[config.mk]
export PLATFORM = sky130hd
export DESIGN_NAME = quad_gate_ic_tester
export DESIGN_NICKNAME = d
export VERILOG_FILES = /design/src/rtl/quad_gate_ic_tester.sv
export SDC_FILE = /design/constraint.sdc
export NUM_CORES = 1
export LEC_CHECK = 0
export BUFFER_PORTS_ARGS = -buffer_cell sky130_fd_sc_hd__buf_2
export CELL_PAD_IN_SITES_DETAIL_PLACEMENT = 1
export CELL_PAD_IN_SITES_GLOBAL_PLACEMENT = 2
export CORE_UTILIZATION = 31
export CTS_BUF_LIST = sky130_fd_sc_hd__clkbuf_8 sky130_fd_sc_hd__clkbuf_16
export DETAILED_ROUTE_END_ITERATION = 8
export PLACE_DENSITY = 0.76
export REMOVE_ABC_BUFFERS = 1
export SYNTH_ARGS = -nofsm -noshare
export SYNTH_HDL_FRONTEND = slang
export SYNTH_SLANG_ARGS = --single-unit
[constraint.sdc]
create_clock -name clk -period 3.58 [get_ports clk]
set_input_delay 0.716 -clock clk [delete_from_list [all_inputs] [get_ports clk]]
set_output_delay 0.716 -clock clk [all_outputs]
set_load 0.02 [all_outputs]
[src/rtl/quad_gate_ic_tester.sv]
// Purpose : drives 4-vector stimulus into a quad 2-input gate emulator and grades each gate's Y.
// Latency : valid run = 4*(SETTLE_CYCLES+2) cycles from start to DONE; invalid func = 1 cycle to DONE.
// Backpressure: none; start is a one-cycle request honoured only in IDLE, never queued.
//
// Ports:
//   clk, rst            - rising-edge clock, asynchronous active-high reset
//   start, func[2:0]    - run request and expected gate function
//                         (0 NAND, 1 NOR, 2 AND, 3 OR, 4 XOR, 5 XNOR, 6/7 invalid)
//   A, B, C, D [1:0]    - registered input pairs for gate0..gate3
//   Y[3:0]              - gate outputs from the device under test (Y[n] <- gate n)
//   busy, done          - run in progress / one-cycle end-of-run pulse
//   pass[3:0]           - per-gate verdict, 1 = matched on all four vectors
//   fail_count[4:0]     - total mismatches in the run (0..16)
//   first_fail_vec[1:0], first_fail_valid - vector index of the first mismatch
//   err_func            - the captured request carried an invalid func code

module quad_gate_ic_tester #(
    parameter int unsigned SETTLE_CYCLES = 2
) (
    input  logic       clk,
    input  logic       rst,
    input  logic       start,
    input  logic [2:0] func,
    output logic [1:0] A,
    output logic [1:0] B,
    output logic [1:0] C,
    output logic [1:0] D,
    input  logic [3:0] Y,
    output logic       busy,
    output logic       done,
    output logic [3:0] pass,
    output logic [4:0] fail_count,
    output logic [1:0] first_fail_vec,
    output logic       first_fail_valid,
    output logic       err_func
);

    // Settle down-counter is loaded with SETTLE_CYCLES-1 on leaving APPLY so
    // SETTLE lasts exactly SETTLE_CYCLES cycles. Keep at least one bit so the
    // SETTLE_CYCLES=0 build still elaborates (the counter is then never used).
    localparam int unsigned CW = (SETTLE_CYCLES > 1) ? $clog2(SETTLE_CYCLES) : 1;
    localparam logic [CW-1:0] SETTLE_LOAD =
        (SETTLE_CYCLES > 0) ? CW'(SETTLE_CYCLES - 1) : '0;

    typedef enum logic [2:0] {
        ST_IDLE   = 3'd0,
        ST_APPLY  = 3'd1,
        ST_SETTLE = 3'd2,
        ST_SAMPLE = 3'd3,
        ST_DONE   = 3'd4
    } state_t;

    state_t          state;
    state_t          state_nxt;
    logic [2:0]      func_q;
    logic [1:0]      vec;
    logic [CW-1:0]   settle_cnt;

    logic            func_ok;
    logic [1:0]      pin_pair;
    logic            exp_bit;
    logic [3:0]      mism;
    logic [2:0]      mism_cnt;

    // Expected gate output for inputs (a, b) under function code f.
    function automatic logic gate_fn(input logic [2:0] f, input logic a, input logic b);
        logic r;
        case (f)
            3'd0:    r = ~(a & b);
            3'd1:    r = ~(a | b);
            3'd2:    r = a & b;
            3'd3:    r = a | b;
            3'd4:    r = a ^ b;
            3'd5:    r = ~(a ^ b);
            default: r = 1'b0;
        endcase
        return r;
    endfunction

    assign func_ok = (func < 3'd6);

    // All four pairs carry the same vector, bit-reversed onto the pins so that
    // {X[0], X[1]} reads as v. Deriving the pins from the registered vector
    // index keeps them at 00 after reset and holds the last vector after a run.
    assign pin_pair = {vec[0], vec[1]};
    assign A = pin_pair;
    assign B = pin_pair;
    assign C = pin_pair;
    assign D = pin_pair;

    // Every gate sees the same pair, so one expected bit serves all four.
    always_comb begin
        exp_bit  = gate_fn(func_q, pin_pair[0], pin_pair[1]);
        mism     = Y ^ {4{exp_bit}};
        mism_cnt = {2'b00, mism[0]} + {2'b00, mism[1]}
                 + {2'b00, mism[2]} + {2'b00, mism[3]};
    end

    // ---------------------------------------------------------------- state
    always_ff @(posedge clk or posedge rst) begin
        if (rst) begin
            state <= ST_IDLE;
        end else begin
            state <= state_nxt;
        end
    end

    // ----------------------------------------------------------- next state
    always_comb begin
        state_nxt = state;
        case (state)
            ST_IDLE: begin
                if (start) begin
                    state_nxt = func_ok ? ST_APPLY : ST_DONE;
                end
            end
            ST_APPLY: begin
                state_nxt = (SETTLE_CYCLES == 0) ? ST_SAMPLE : ST_SETTLE;
            end
            ST_SETTLE: begin
                if (settle_cnt == '0) begin
                    state_nxt = ST_SAMPLE;
                end
            end
            ST_SAMPLE: begin
                state_nxt = (vec == 2'd3) ? ST_DONE : ST_APPLY;
            end
            ST_DONE: begin
                state_nxt = ST_IDLE;
            end
            default: begin
                state_nxt = ST_IDLE;
            end
        endcase
    end

    // --------------------------------------------------------------- outputs
    always_comb begin
        busy = 1'b0;
        done = 1'b0;
        case (state)
            ST_APPLY, ST_SETTLE, ST_SAMPLE: busy = 1'b1;
            ST_DONE:                        done = 1'b1;
            default: begin
                busy = 1'b0;
                done = 1'b0;
            end
        endcase
    end

    // -------------------------------------------------------------- datapath
    always_ff @(posedge clk or posedge rst) begin
        if (rst) begin
            func_q           <= 3'd0;
            vec              <= 2'd0;
            settle_cnt       <= '0;
            pass             <= 4'b0000;
            fail_count       <= 5'd0;
            first_fail_vec   <= 2'd0;
            first_fail_valid <= 1'b0;
            err_func         <= 1'b0;
        end else begin
            case (state)
                ST_IDLE: begin
                    if (start) begin
                        if (func_ok) begin
                            func_q           <= func;
                            vec              <= 2'd0;
                            pass             <= 4'b1111;
                            fail_count       <= 5'd0;
                            first_fail_vec   <= 2'd0;
                            first_fail_valid <= 1'b0;
                            err_func         <= 1'b0;
                        end else begin
                            // Rejected request: flag it and leave the pins alone.
                            err_func <= 1'b1;
                            pass     <= 4'b0000;
                        end
                    end
                end
                ST_APPLY: begin
                    settle_cnt <= SETTLE_LOAD;
                end
                ST_SETTLE: begin
                    if (settle_cnt != '0) begin
                        settle_cnt <= settle_cnt - CW'(1);
                    end
                end
                ST_SAMPLE: begin
                    pass       <= pass & ~mism;
                    // At most 4 mismatches per vector over 4 vectors: 16 fits in 5 bits.
                    fail_count <= fail_count + {2'b00, mism_cnt};
                    if ((mism != 4'b0000) && !first_fail_valid) begin
                        first_fail_vec   <= vec;
                        first_fail_valid <= 1'b1;
                    end
                    if (vec != 2'd3) begin
                        vec <= vec + 2'd1;
                    end
                end
                default: begin
                end
            endcase
        end
    end

endmodule

==> Yosys cells after proc, flatten, opt, wreduce, memory -nomap -nowiden <==
Index checks and enable logic that the tools add are counted.
{ "op_classes": {"muxes": 27, "addsub": 6, "eq_ne": 16, "bitwise": 9, "reduce_logical": 15, "order_cmp": 1} }
{ "op_table": {"columns": ["op", "count"], "rows": [
  ["3-bit by 2-bit == test with 1-bit output, second input constant", 4],
  ["3-bit two-way mux", 4],
  ["2-bit != test, second input constant", 6],
  ["3-bit one-hot mux with 4 select lines", 1],
  ["5-bit two-way mux", 2],
  ["5-bit one-hot mux with 2 select lines", 1],
  ["3-bit == test, second input constant", 3],
  ["2-bit two-way mux", 4],
  ["4-bit two-way mux", 2],
  ["2-bit one-hot mux with 2 select lines", 2],
  ["4-bit one-hot mux with 2 select lines", 1],
  ["4-bit AND reduction", 2],
  ["1-bit two-way mux", 7],
  ["3-bit by 1-bit == test with 1-bit output, second input constant", 2],
  ["3-bit zero test", 2],
  ["1-bit one-hot mux with 6 select lines", 1],
  ["2-bit AND reduction", 3],
  ["3-bit AND reduction", 2],
  ["5-bit by 3-bit adder with 5-bit output", 1],
  ["4-bit AND", 1],
  ["4-bit inverter", 1],
  ["1-bit one-hot mux with 2 select lines", 2],
  ["2-bit nonzero test", 2],
  ["4-bit nonzero test", 1],
  ["15 further kinds", 17]
]} }
{ "word_totals": {"ff_bits": 22, "elab_cells": 83} }

==> Logic depth before layout (Yosys ltp) <==
{ "depth": {"depth_word": 9, "mapped_depth": 15} }

==> Worst setup path before layout <==
Ideal clock, no wire load.
{ "synth_timing": {"path_type": "reg-to-reg", "startpoint": "register vec[1]", "endpoint": "register fail_count[4]", "synth_period_minus_slack_ns": 3.195, "t_arrival_ns": 3.070, "setup_slack_ns": 0.385, "stages_incl_launch_ff": 16, "required_time_ns": 3.455, "cell_sequence": "dfrtp_1 > inv_1 > ha_1 > xor2_1 > nand3b_1 > nand2_2 > xnor2_1 > fa_1 > inv_1 > fa_1 > inv_1 > fa_1 > nor2_1 > nand3_1 > xor2_1 > nor2_1"} }
{ "synth_between": {"elab_chain_cells": 9, "elab_cells_between_ends": 13} }
{ "synth_lines": {"columns": ["element", "line_no", "text"], "rows": [
  ["from (decl)", "56", "logic [1:0] vec;"],
  ["from (signal assigned)", "198", "vec <= vec + 2'd1;"],
  ["1-bit XOR (tied with other cells)", "73, 74", null],
  ["1-bit inverter, on equally long branches", "74, 69, 70", null],
  ["1-bit one-hot mux with 6 select lines (*)", "68", "case (f)"],
  ["4-bit XOR (*)", "94", "mism = Y ^ {4{exp_bit}};"],
  ["1-bit by 1-bit adder with 2-bit output", "95", "mism_cnt = {2'b00, mism[0]} + {2'b00, mism[1]}"],
  ["2-bit by 1-bit adder with 3-bit output", "96", "+ {2'b00, mism[2]} + {2'b00, mism[3]};"],
  ["3-bit by 1-bit adder with 3-bit output (*)", "96", null],
  ["5-bit by 3-bit adder with 5-bit output (*)", "192", "fail_count <= fail_count + {2'b00, mism_cnt};"],
  ["5-bit one-hot mux with 2 select lines (*)", "163", "case (state)"],
  ["to (signal assigned)", "192", null],
  ["to (decl)", "32", "output logic [4:0] fail_count,"]
]} }
Mark *: on every way between the ends. The rest lies on a longest branch, timed or not.
A chain may end at the register's enable or synchronous reset.

==> Worst setup path after layout <==
Ends and elaborated chain as after synthesis.

==> flow_metrics.env <==
export IMPL_run_status="completed"
export IMPL_grt_pass1_vias=1045
export IMPL_arrival_ps=3470
export IMPL_overflow=0
export IMPL_min_to="err_func$_DFFE_PP0P_"
export IMPL_cpMaxStageDelayCell="fa_1"
export IMPL_totalWireLength_um=3030
export IMPL_hp_start="err_func$_DFFE_PP0P_"
export IMPL_min_path_type="flip-flop to flip-flop"
export IMPL_clk_latency_ps=270
export IMPL_reg2reg_to="fail_count[4]$_DFFE_PP0P_"
export IMPL_wl_per_cell_um=14.9
export IMPL_critPathKind="flip-flop to flip-flop"
export IMPL_rr_worst_depth=15
export IMPL_grt_total_usage=0.159
export IMPL_cts_resized=0
export IMPL_n_fill_cell=455
export IMPL_synth_ff_latch_count=22
export IMPL_cp_start_kind="flip-flop"
export IMPL_critPathMaxStageDelay_ps=450
export IMPL_ys_warn_count=0
export IMPL_synth_area_um2=1260
export IMPL_mostFrequentLayoutCells="buf_2, dfrtp_1, nor2_1"
export IMPL_multiInputGateArea_um2=619
export IMPL_vias=1002
export IMPL_fin_util=0.393
export IMPL_power_share_clock=0.104
export IMPL_numCtsBuffers=3
export IMPL_p_switching_uw=867
export IMPL_htreeDepth=1
export IMPL_fin_skew_ps=5.10
export IMPL_worstPathRequired_ps=3740
export IMPL_cellInternalPower_uw=900
export IMPL_ys_seq_area_frac=0.437
export IMPL_grt_max_degree=23
export IMPL_seq_area_um2=552
export IMPL_first_pass_iters=4
export IMPL_viasPerCell=4.91
export IMPL_start_util=0.334
export IMPL_cts_root_buffer="clkbuf_8"
export IMPL_seq_power_share=0.282
export IMPL_crit_start="vec[1]$_DFFE_PP0P_"
export IMPL_die_height_um=65.7
export IMPL_diodes=0
export IMPL_antenna_found_initial=0
export IMPL_vdd_ir_drop_max_mv=0.364
export IMPL_dp_hpwl_um=2360
export IMPL_post_cts_setup_buffers=0
export IMPL_fin_tns_setup_ps=0
export IMPL_nets=173
export IMPL_hold_buffers=0
export IMPL_report_final_slew_viol_count=0
export IMPL_avgSynthCellArea_um2=9.76
export IMPL_drtIter0Drc=45
export IMPL_core_area_um2=3770
export IMPL_remaining_drc_errors=0
export IMPL_ant_nets=0
export IMPL_setup_viol=0
export IMPL_die_area_um2=4320
export IMPL_tightest_slew_ps=860
export IMPL_cts_sinks=22
export IMPL_switching_share=0.491
export IMPL_clk_path_buf_depth=2
export IMPL_syn_inst=129
export IMPL_yosys_cell_types_count=34
export IMPL_cap_violations=0
export IMPL_rows=22
export IMPL_synthToLayoutAreaGrowth_pct=17.6
export IMPL_cts_tree="done"
export IMPL_place_congestion=0.719
export IMPL_r2r_setup_slack_ps=270
export IMPL_grt_pass1_wl_um=5010
export IMPL_drive_above_1_share=0.295
export IMPL_crit_fanout=7
export IMPL_pwr_density_cell_nw_per_um2=1190
export IMPL_relSlewSlack=0.426
export IMPL_top_level_ports=33
export IMPL_critPathCaptureType="flip-flop"
export IMPL_whs_path_depth=2
export IMPL_rsz0062_at_grt="no"
export IMPL_combinationalPowerShare=0.613
export IMPL_p_leak_uw=0.000717
export IMPL_max_freq_ghz=0.302
export IMPL_die_w_um=65.7
export IMPL_clkTransAtPathRegs_ps=80
export IMPL_r2r_start="vec[1]$_DFFE_PP0P_"
export IMPL_fin_crit_ps=3310
export IMPL_period_share=0.925
export IMPL_hold_viol=0
export IMPL_finalPower_uw=1770
export IMPL_final_common_cell="buf_2"
export IMPL_port_buffer_count=32
export IMPL_path_cells="inv_1, ha_1, xor2_1, nand3b_1, nand2_2, xnor2_1, fa_1, inv_1, fa_1, inv_1, fa_1, nor2_1, nand3_1, xor2_1, nor2_1"
-- critical path, delay by kind of cell (launching register included) --
| family | cells | cell delay [ps] |
|---|---|---|
| buffers and inverters | 3 | 230 |
| xor gates and xnor gates | 3 | 560 |
| and+or+nand+nor | 5 | 650 |
| adders and majority gates | 4 | 1330 |
| DFF | 1 | 430 |
-- final cells by class --
type                            instances  share of cell area
Inverter                                9              0.0228
Sequential cell                        22               0.373
Clock buffer                            4              0.0372
Multi-Input combinational cell         89               0.418
Timing Repair Buffer                   32               0.108
Tap cell                               48              0.0406
-- power by group through the flow --
stage                     Sequential (µW)  Combinational, µW  Clock (µW)
after CTS                             499               1100         189
after floorplan                       604                646           0
after global routing                  519               1210         201
after global placement                493               1040           0
after detailed placement              502               1100           0
final                                 499               1080         184
-- routing by layer --
layer | wire, µm | global-route usage | vias to the layer above
met5 | 0 | 0 | -
met4 | 55 | 0.0652 | 0
met3 | 130 | 0.0313 | 5
met2 | 1490 | 0.258 | 22
met1 | 1360 | 0.203 | 494
li1 | - | - | 481
-- state kept, by name, indices dropped and copies added, names as in the netlist, 2 cells and up --
signal,count
pass,4
fail_count,5
vec,2
first_fail_vec,2
func_q,3
state,3
-- how the worst max path moves through the flow --
stage	cells past startpoint	endpoint
after global routing	15	fail_count[4]$_DFFE_PP0P_
after floorplan	15	fail_count[4]$_DFFE_PP0P_
after global placement	15	fail_count[4]$_DFFE_PP0P_
after CTS	15	fail_count[4]$_DFFE_PP0P_
final	15	fail_count[4]$_DFFE_PP0P_
after detailed placement	15	fail_count[4]$_DFFE_PP0P_
-- cell families after synthesis --
| group | synth area share |
|---|---|
| buffers and inverters | 0.0765 |
| adder cells (fa/ha/maj) | 0.0775 |
| AO/OA/AOI/OAI | 0.141 |
| AND/OR/NAND/NOR | 0.166 |
| flip-flops | 0.437 |
| XOR/XNOR | 0.0765 |
| multiplexers | 0.0249 |
-- Yosys cell counts --
master,count,share of area
a21oi_1,11,0.044
a21oi_4,1,0.013
a22o_1,1,0.0070
a22oi_2,1,0.0099
a2bb2oi_1,2,0.014
a31o_1,1,0.0070
and3_1,1,0.0050
buf_2,2,0.0080
buf_4,7,0.042
dfrtp_1,22,0.44
fa_1,3,0.048
ha_1,3,0.030
inv_1,9,0.027
mux2_2,1,0.0089
mux2i_1,2,0.016
nand2_1,12,0.036
nand2_2,1,0.0050
nand3_1,5,0.020
nand3b_1,1,0.0060
nand3b_2,1,0.0089
nand4_1,2,0.0099
nor2_1,15,0.045
nor2_4,1,0.0089
nor2b_1,1,0.0050
nor3_1,1,0.0040
nor3_2,1,0.0080
nor4_1,1,0.0050
o21a_1,1,0.0060
o21ai_0,5,0.020
o22a_1,1,0.0070
o22a_2,1,0.0080
o31ai_1,1,0.0060
xnor2_1,5,0.035
xor2_1,6,0.042
-- per-stage QoR --
step	instance area [µm²]	setup slack, ps	hold slack (ps)	std cells
after CTS	1470	112	513	204
final	1480	269	496	204
after global routing	1480	23.5	536	204
after global placement	1420	289	458	200
after floorplan	1200	19.9	451	120
after detailed placement	1420	141	494	200
Note: power is estimated with default switching activity, not from simulation.
